`config.mk`:
```
export PLATFORM = sky130hd
export DESIGN_NAME = tdc_evmerge
export DESIGN_NICKNAME = d
export VERILOG_FILES = /design/src/rtl/tdc_evmerge.sv
export SDC_FILE = /design/constraint.sdc
export NUM_CORES = 1
export LEC_CHECK = 0
export BUFFER_PORTS_ARGS = -buffer_cell sky130_fd_sc_hd__buf_2
export CAP_MARGIN = 25
export CORE_MARGIN = 1
export CORE_UTILIZATION = 50
export CTS_CLUSTER_DIAMETER = 150
export DETAILED_ROUTE_END_ITERATION = 10
export PLACE_DENSITY_LB_ADDON = 0.2
export RECOVER_POWER = 25
export SYNTH_ARGS = -nofsm -noshare
export SYNTH_HDL_FRONTEND = slang
export SYNTH_SLANG_ARGS = --single-unit
```
`constraint.sdc`:
```
create_clock -name sys_clk -period 5.5 [get_ports sys_clk]
set_clock_uncertainty 0.05 [all_clocks]
set_input_delay 0 -clock sys_clk [delete_from_list [all_inputs] [get_ports sys_clk]]
set_output_delay 0 -clock sys_clk [all_outputs]
set_load 0.01 [all_outputs]
```
`src/rtl/tdc_evmerge.sv`:
```
// Two-channel TDC event merger: round-robin arbitration into a shared event FIFO,
// a four-register CSR page and a level interrupt while events are pending.
module tdc_evmerge #(
    parameter logic [3:0] csr_addr        = 4'h2,
    parameter int         fifo_depth_log2 = 4
) (
    input  logic        sys_clk,
    input  logic        sys_rst_n,
    input  logic        ch0_valid,
    input  logic        ch1_valid,
    input  logic [31:0] ch0_ts,
    input  logic [31:0] ch1_ts,
    input  logic        ch0_pol,
    input  logic        ch1_pol,
    output logic        ch0_ready,
    output logic        ch1_ready,
    input  logic [13:0] csr_a,
    input  logic        csr_we,
    input  logic [31:0] csr_di,
    output logic [31:0] csr_do,
    output logic        irq_o
);
    localparam int DEPTH = 1 << fifo_depth_log2;
    localparam int LW    = fifo_depth_log2;
    localparam logic [LW:0] FULL_LVL = {1'b1, {LW{1'b0}}};

    logic [33:0]   r_mem [DEPTH];
    logic [LW-1:0] r_wptr;
    logic [LW-1:0] r_rptr;
    logic [LW:0]   r_level;
    logic [2:0]    r_ctrl;
    logic          r_ovf;
    logic          r_last;
    logic          r_irq;
    logic [31:0]   r_csr_do;

    logic          w_sel;
    logic          w_empty;
    logic          w_full;
    logic          w_v0;
    logic          w_v1;
    logic          w_gnt;
    logic          w_pop;
    logic          w_room;
    logic          w_push;
    logic          w_ovf_set;
    logic          w_ctrl_we;
    logic          w_stat_we;
    logic [33:0]   w_head;
    logic [33:0]   w_push_data;
    logic [31:0]   w_rdata;
    logic          w_unused;

    assign w_sel     = (csr_a[13:10] == csr_addr);
    assign w_empty   = (r_level == '0);
    assign w_full    = (r_level == FULL_LVL);
    assign w_ctrl_we = w_sel & csr_we & (csr_a[1:0] == 2'd0);
    assign w_stat_we = w_sel & csr_we & (csr_a[1:0] == 2'd1);
    assign w_pop     = w_sel & csr_we & (csr_a[1:0] == 2'd3) & ~w_empty;

    assign w_v0 = ch0_valid & r_ctrl[0];
    assign w_v1 = ch1_valid & r_ctrl[1];

    // On a tie the channel not granted last wins; otherwise whichever is valid.
    assign w_gnt = (w_v0 & w_v1) ? ~r_last : w_v1;

    // A pop in the same cycle frees the slot, so a full FIFO can still accept.
    assign w_room    = ~w_full | w_pop;
    assign w_push    = (w_v0 | w_v1) & w_room;
    assign w_ovf_set = (w_v0 | w_v1) & ~w_room;

    assign w_push_data = w_gnt ? {1'b1, ch1_pol, ch1_ts} : {1'b0, ch0_pol, ch0_ts};
    assign w_head      = r_mem[r_rptr];

    assign ch0_ready = ~r_ctrl[0] | (w_push & ~w_gnt);
    assign ch1_ready = ~r_ctrl[1] | (w_push &  w_gnt);

    always_comb begin
        w_rdata = 32'h0;
        case (csr_a[1:0])
            2'd0: w_rdata = {29'h0, r_ctrl};
            2'd1: w_rdata = 32'(r_level) | {23'h0, r_ovf, 8'h0};
            2'd2: w_rdata = w_empty ? 32'h0 : w_head[31:0];
            2'd3: w_rdata = w_empty ? 32'h0 : {1'b1, 29'h0, w_head[33:32]};
            default: w_rdata = 32'h0;
        endcase
    end

    always_ff @(posedge sys_clk) begin
        if (w_push)
            r_mem[r_wptr] <= w_push_data;
    end

    always_ff @(posedge sys_clk or negedge sys_rst_n) begin
        if (!sys_rst_n) begin
            r_wptr   <= '0;
            r_rptr   <= '0;
            r_level  <= '0;
            r_ctrl   <= 3'h0;
            r_ovf    <= 1'b0;
            r_last   <= 1'b1;
            r_irq    <= 1'b0;
            r_csr_do <= 32'h0;
        end else begin
            if (w_push) begin
                r_wptr <= r_wptr + LW'(1);
                r_last <= w_gnt;
            end
            if (w_pop)
                r_rptr <= r_rptr + LW'(1);
            case ({w_push, w_pop})
                2'b10:   r_level <= r_level + (LW+1)'(1);
                2'b01:   r_level <= r_level - (LW+1)'(1);
                default: r_level <= r_level;
            endcase
            if (w_ctrl_we)
                r_ctrl <= csr_di[2:0];
            // A new overflow in the same cycle as the clear keeps the flag set.
            r_ovf    <= w_ovf_set | (r_ovf & ~(w_stat_we & csr_di[8]));
            r_irq    <= r_ctrl[2] & ~w_empty;
            r_csr_do <= w_sel ? w_rdata : 32'h0;
        end
    end

    assign csr_do = r_csr_do;
    assign irq_o  = r_irq;

    assign w_unused = ^{csr_a[9:2], csr_di[31:9], csr_di[7:3]};
endmodule

```
==> results.py, run 1 <==
metrics = {
    "cells_and_area": {
        "layout-drive-gt1-share": 0.232,
        "fin_util": 0.590,
        "n_antenna_cell": 0,
        "area_growth_pct": 15.5,
        "stdcell_count": 2028,
        "nets": 1504,
    },
    "logic_synthesis": {
        "synth_top_flop_cell": "edfxtp_1",
        "synth-edff-count": 544,
        "syn_nets": 1315,
        "seq_area_frac_synth": 0.754,
        "synth_cells": 1189,
        "synth_top_area_frac": 0.699,
        "yosys.area.top_type": "edfxtp_1",
        "syn_area_per_cell_um2": 19.7,
        "synth_area_leaders": "edfxtp_1, mux4_2, dfrtp_1",
        "synth_seq_cells": 595,
        "ys_async_sr_fraction": 0.0857,
        "synth_cell_types": 58,
        "synth_area_mm2": 0.0234,
        "ys_warn_count": 0,
    },
    "setup_path": {
        "end_kind": "flop",
        "critPathLaunchType": "input pin",
        "cp_data_arrival_time_ns": 4.88,
        "critPathLaunch": "csr_a[10]",
        "reg2reg_to": "r_mem[11][12]$_DFFE_PP_",
        "reg2reg_slack_ns": 1.39,
        "required_ns": 5.75,
        "endpoint": "r_mem[9][6]$_DFFE_PP_",
        "worstReg2RegStart": "r_ctrl[0]$_DFFE_PN0P_",
        "criticalPathCategory": "in -> reg",
        "critical_path.max_fanout": 22,
        "reg2reg_depth": 7,
    },
    "detailed_routing": {
        "via_count": 11900,
        "routedWlPerCell_um": 25.3,
        "drtIter0Drc": 1203,
        "drtPass1Iterations": 5,
        "drc": 0,
        "vias_per_cell": 5.88,
        "wirelength_mm": 51.4,
        "ant_nets": 0,
    },
    "place": {
        "portBuffers": 115,
        "gp_congestion": 0.748,
        "place_inst": 1879,
        "place_hpwl_mm": 27.9,
    },
    "global_routing": {
        "grt_max_degree": 60,
        "grt_usage": 0.223,
        "grt_antenna_before_repair": 0,
        "grt_pass1_vias": 12300,
        "grt_pass1_wl_mm": 76.7,
        "grt_overflow": 0,
    },
    "timing": {
        "setup_tns_ns": 0,
        "hold_viol_final": 0,
        "slew-limit-headroom": -1.45,
        "rsz0062_at_grt": "no",
        "finalSetupViolations": 0,
        "period_needed_ns": 4.64,
        "fmax_ghz": 0.216,
        "min_period_over_period": 0.843,
        "worstMarginPinSlew_ns": 3.67,
        "drv_slew": 84,
    },
    "die": {
        "start_util": 0.511,
        "io_pins": 152,
        "die_h_um": 218,
        "die_area_mm2": 0.0476,
        "fp-row-count": 78,
        "core_region_area_mm2": 0.0458,
        "chipWidth_um": 218,
    },
    "pwr": {
        "max-vdd-ir-drop_mv": 0.270,
        "power.density_mw_per_mm2": 388,
        "p_leak_nw": 9.00,
    },
    "clock_network": {
        "h-tree-depth": 2,
        "cts.path.max_buffers": 3,
        "clock_insertion_delay_worst_skew_ns": 0.62,
        "clock_sinks": 595,
        "cts_tree": "yes",
        "cts_made_buffers": 59,
        "ctsResizeCount": 0,
        "cts_root_buffer": "clkbuf_16",
        "clk_pin_slew_ns": 0.06,
    },
    "worst_hold_path": {
        "hold_class": "in -> reg",
    },
    "run_status": {
        "violations": "capacitance limit, slew limit",
        "outcome": "complete, but fails checks",
    },
    "run": {
        "drv_cap": 2,
    },
}
worst min path at each step:
stage          startpoint                      end  slack [ns]  cells past startpoint
2_1_floorplan   sys_rst_n      csr_do[0]$_DFF_PN0_       -0.35                      0
3_3_place_gp    sys_rst_n     csr_do[24]$_DFF_PN0_        0.19                      2
3_5_place_dp    csr_di[0]    r_ctrl[0]$_DFFE_PN0P_        0.19                      2
4_1_cts        ch1_ts[25]   r_mem[1][25]$_DFFE_PP_       0.004                      3
5_1_grt        ch1_ts[25]  r_mem[12][25]$_DFFE_PP_        0.05                      3
6_report        ch1_ts[6]    r_mem[7][6]$_DFFE_PP_        0.02                      3
final cells by class:
class | count | area, um2
timing repair buffer | 192 | 1350
inverter | 9 | 33.8
clock inverter | 34 | 249
clock buffer | 77 | 1590
sequential | 595 | 17600
multi-input combinational | 521 | 5420
fill | 3394 | 18800
tap | 600 | 751
metrics by stage:
step / worst slack, ns / hold WS (ns) / area, um2 / power (mW)
floorplan: 1.37 / -0.346 / 23400 / 6.42
global placement: 2.06 / 0.187 / 24700 / 6.71
detailed placement: 2.06 / 0.191 / 24800 / 6.75
CTS: 1.60 / 0.00372 / 27000 / 10.6
global route: 0.721 / 0.0542 / 27000 / 10.9
finish: 0.864 / 0.0190 / 27000 / 10.5
cell usage in the layout (no fill, tap or decap), types with 3 or more instances in the layout:
cell type and count:
mux4_2 90, mux2i_1 87, nand3_1 7, nor3_1 5
and3_1 9, ha_1 8, bufinv_16 3, xnor2_1 9
nor3_2 4, o21ai_1 10, a21oi_1 20, a22oi_1 17
buf_6 3, mux4_1 15, nand4_1 3, nor2_1 4
a221oi_1 41, a21o_1 3, dfrtp_1 47, nand2_1 114
clkbuf_1 51, buf_4 24, clkbuf_16 60, a311oi_1 3
nand2b_1 3, mux2_4 3, buf_2 82, clkinv_2 17
o21ai_0 18, edfxtp_1 544, mux2_2 4, nor2_4 13
inv_1 8, buf_12 8, dlygate4sd3_1 37, clkinv_1 12
o21a_1 4
state kept, by name, summed over array words and instances (netlist names):
| signal | count |
|---|---|
| r_ovf | 1 |
| csr_do | 32 |
| r_wptr | 4 |
| irq_o | 1 |
| r_level | 5 |
| r_mem | 544 |
| r_ctrl | 3 |
| r_rptr | 4 |
| r_last | 1 |
worst max-delay path: stages:
cell           delay [ns]
dlygate4sd3_1        0.53
buf_2                0.14
nor4b_4              0.25
dlygate4sd3_1        0.57
clkbuf_1             0.83
o2111ai_2            0.37
a21oi_2              0.52
nand2_1              0.34
nor2_4               0.88
buf_4                0.43
repair_timing:
item                                   4_1_cts  5_1_grt
setup endpoints to repair                    0        0
endpoints found under the hold margin      209        0
hold buffers                                37        0
buffers inserted                             0        0
per-layer routing:
layer | vias up | wire length [um] | GRT usage
li1 | 5240 | - | -
met1 | 6239 | 22200 | 0.307
met2 | 359 | 25500 | 0.370
met3 | 79 | 2700 | 0.0322
met4 | 0 | 1060 | 0.0667
met5 | - | 0 | 0
logic make-up (layout without fill, tap and decap cells):
group                    Yosys count  count (layout)  share of synthesized area
AO/OA/AOI/OAI                    129             129                     0.0396
XOR/XNOR                          10              10                    0.00375
adder cells (fa/ha/maj)            9               9                    0.00514
buffers and inverters             73             312                     0.0195
flip-flops                       595             595                      0.754
multiplexers                     199             199                      0.145
AND/OR/NAND/NOR                  174             174                     0.0336
cells in the mapped netlist (10+ instances only):
cell / n
edfxtp_1: 544
nand2_1: 114
mux4_2: 90
mux2i_1: 87
dfrtp_1: 50
a221oi_1: 41
clkbuf_1: 34
a21oi_1: 20
o21ai_0: 18
a22oi_1: 17
nor2_1: 16
mux4_1: 15
o21ai_1: 10
power breakdown:
group          switching [mW]  internal [mW]  leakage [nW]
sequential              0.139           5.16          5.59
clock                    1.65           2.16         0.909
combinational           0.711          0.648          2.50
Power figures use the tool's default switching activity.
==> inputs of run 2 (changes only) <==
--- a/config.mk
+++ b/config.mk
@@ -5,6 +5,7 @@
 export SDC_FILE = /design/constraint.sdc
 export NUM_CORES = 1
 export LEC_CHECK = 0
+export ABC_AREA = 1
 export BUFFER_PORTS_ARGS = -buffer_cell sky130_fd_sc_hd__buf_2
 export CAP_MARGIN = 25
 export CORE_MARGIN = 1
==> constraint.sdc (replaced) <==
create_clock -name sys_clk -period 4.2 [get_ports sys_clk]
set_clock_uncertainty 0.05 [all_clocks]
set_input_delay 0 -clock sys_clk [delete_from_list [all_inputs] [get_ports sys_clk]]
set_output_delay 0 -clock sys_clk [all_outputs]
set_load 0.01 [all_outputs]
==> run 2 against run 1 <==
Compared with the run above:
- the flow finishes with violations (hold timing, capacitance limit, slew limit)
- synthesized area is 3.2% higher
- via count is 30% higher
- total power is 59% higher
- cell count is 37% higher
- sequential share of layout area is 1.4 points lower
- non-clock buffer count is 12 higher
- largest cell class unchanged
==> results.py, run 2 <==
metrics = {
    "run_status": {
        "outcome": "complete, but fails checks",
        "violations": "hold timing, capacitance limit, slew limit",
    },
    "clock_network": {
        "cts_root_buffer": "clkbuf_16",
        "cts.path.max_buffers": 3,
        "cts_made_buffers": 60,
        "clock_sinks": 595,
        "clk_pin_slew_ns": 0.06,
        "ctsResizeCount": 0,
        "cts_tree": "yes",
        "clock_insertion_delay_worst_skew_ns": 0.64,
        "h-tree-depth": 2,
        "postCtsHoldBufs": 48,
        "post-cts-setup-buffers": 0,
    },
    "timing": {
        "setup_ws_ns": 0.610,
        "whs_ns": -0.00565,
        "finalSetupViolations": 0,
        "worstMarginPinSlew_ns": 2.00,
        "fmax_ghz": 0.279,
        "rsz0062_at_grt": "no",
        "setup_tns_ns": 0,
        "drv_slew": 121,
        "slew-limit-headroom": -0.332,
        "min_period_over_period": 0.855,
        "period_needed_ns": 3.59,
        "hold_viol_final": 1,
    },
    "setup_path": {
        "critPathTopFamily": "buffers and inverters",
        "worstReg2RegStart": "r_ctrl[0]$_DFFE_PN0P_",
        "reg2reg_to": "r_mem[9][12]$_DFFE_PP_",
        "required_ns": 4.47,
        "endpoint": "r_mem[9][12]$_DFFE_PP_",
        "critical_path.max_fanout": 19,
        "cp.depth": 8,
        "cp_cell_sequence": "inv_1 -> o21ai_1 -> dlygate4sd3_1 -> nand2_1 -> clkinvlp_2 -> nand2_1 -> nor2_4 -> buf_4",
        "critPathLaunchType": "flop",
        "cp.buffers_inverters": 4,
        "crit_top_cell": "nand2_1",
        "criticalPathCategory": "reg -> reg",
        "crit_slowest_cell": "nor2_4",
        "critPathLaunch": "r_ctrl[0]$_DFFE_PN0P_",
        "reg2reg_slack_ns": 0.61,
        "reg2reg_depth": 8,
        "end_kind": "flop",
        "cp_data_arrival_time_ns": 3.86,
        "cpPeakStageDelay_ns": 0.75,
    },
    "cells_and_area": {
        "largest_reg_flops": 544,
        "final_common_cell": "edfxtp_1",
        "n_antenna_cell": 0,
        "layout-drive-gt1-share": 0.111,
        "nets": 2240,
        "top_register": "r_mem",
        "area_growth_pct": 14.4,
        "fill_cells": 3860,
        "stdcell_count": 2779,
        "final_cell_mix": "edfxtp_1, nand2_1, nor2_1",
    },
    "logic_synthesis": {
        "synth_top_area_frac": 0.677,
        "synth_seq_cells": 595,
        "syn_area_per_cell_um2": 12.3,
        "syn_nets": 2085,
        "synthTopCellsByCount": "edfxtp_1, nand2_1, nor2_1",
        "synth-edff-count": 544,
        "yosys.area.top_type": "edfxtp_1",
        "seq_area_frac_synth": 0.730,
        "synth_area_leaders": "edfxtp_1, nand2_1, dfrtp_1",
        "synth_cell_types": 43,
        "synth.most_common_cell": "edfxtp_1",
        "ys_warn_count": 0,
        "synth_area_mm2": 0.0241,
        "synth_top_flop_cell": "edfxtp_1",
        "synth_cells": 1959,
        "ys_async_sr_fraction": 0.0857,
    },
    "die": {
        "core_region_area_mm2": 0.0476,
        "io_pins": 152,
        "die_h_um": 222,
        "chipWidth_um": 222,
        "fp-row-count": 80,
        "die_area_mm2": 0.0491,
        "start_util": 0.506,
    },
    "pwr": {
        "max-vdd-ir-drop_mv": 0.291,
        "power.density_mw_per_mm2": 605,
        "power.total_mw": 16.7,
        "p_leak_nw": 9.97,
    },
    "detailed_routing": {
        "vias_per_cell": 5.55,
        "ant_nets": 0,
        "drtPass1Iterations": 7,
        "routedWlPerCell_um": 21.5,
        "via_count": 15400,
        "wirelength_mm": 59.7,
        "drtIter0Drc": 1594,
        "drc": 0,
    },
    "run": {
        "drv_cap": 4,
    },
    "global_routing": {
        "grt_antenna_before_repair": 0,
        "grt_pass1_vias": 15100,
        "grt_max_degree": 195,
        "grt_overflow": 0,
        "grt_usage": 0.246,
        "grt_pass1_wl_mm": 91.0,
    },
    "place": {
        "place_hpwl_mm": 30.7,
        "dpl_worst_slack_ns": 1.29,
        "portBuffers": 115,
        "gp_congestion": 0.814,
        "place_inst": 2619,
    },
    "worst_hold_path": {
        "hold_class": "in -> reg",
    },
}
[run 2: final cells by class]
type                            count  area (um2)  area share
Clock buffer                       88        1680      0.0608
Clock inverter                     24         205     0.00744
Inverter                           82         314      0.0114
Multi-Input combinational cell   1171        5570       0.202
Sequential cell                   595       17600       0.639
Tap cell                          615         769      0.0279
Timing Repair Buffer              204        1440      0.0521
[run 2: cell families (layout without fill, tap and decap cells)]
family                   Yosys count  after routing  synth area share
AND/OR/NAND/NOR                  782            782             0.133
flip-flops                       595            595             0.730
AO/OA/AOI/OAI                    371            371            0.0860
buffers and inverters            193            398            0.0421
adder cells (fa/ha/maj)            9              9           0.00498
XOR/XNOR                           8              8           0.00291
multiplexers                       1              1          0.000467
[run 2: worst min-delay path by stage]
stage                    start                      to  slack, ns  depth (start not counted)
floorplan            sys_rst_n     csr_do[0]$_DFF_PN0_      -0.35                          0
global placement     sys_rst_n         irq_o$_DFF_PN0_       0.08                          1
detailed placement   sys_rst_n     csr_do[0]$_DFF_PN0_       0.09                          1
CTS                 ch0_ts[13]  r_mem[1][13]$_DFFE_PP_      0.001                          3
global route            csr_we   r_rptr[2]$_DFFE_PN0P_       0.02                          5
finish                  csr_we   r_rptr[2]$_DFFE_PN0P_     -0.006                          5
[run 2: metrics by stage]
| stage | hold WS [ns] | utilization | area (um2) |
|---|---|---|---|
| finish | -0.00565 | 0.579 | 27600 |
| global route | 0.0194 | 0.579 | 27600 |
| CTS | 0.00141 | 0.582 | 27700 |
| detailed placement | 0.0883 | 0.532 | 25300 |
| global placement | 0.0767 | 0.531 | 25300 |
| floorplan | -0.346 | - | 24100 |
[run 2: where the power goes]
part	switching [mW]	total, mW	leakage [nW]	internal (mW)
clock	2.18	5.12	0.926	2.94
combinational	3.03	4.21	3.46	1.18
sequential	0.261	7.35	5.59	7.09
[run 2: layer usage]
metal / wire [um] / track usage
met1: 25900 / 0.344
met4: 1530 / 0.0762
met3: 3650 / 0.0364
met2: 28700 / 0.402
met5: 0 / 0
[run 2: worst min-delay path: cells and delay by family]
kind,cells,cell delay (ns)
and+or+nand+nor,2,0.31
xor gates and xnor gates,1,0.07
buffers and inverters,2,0.23
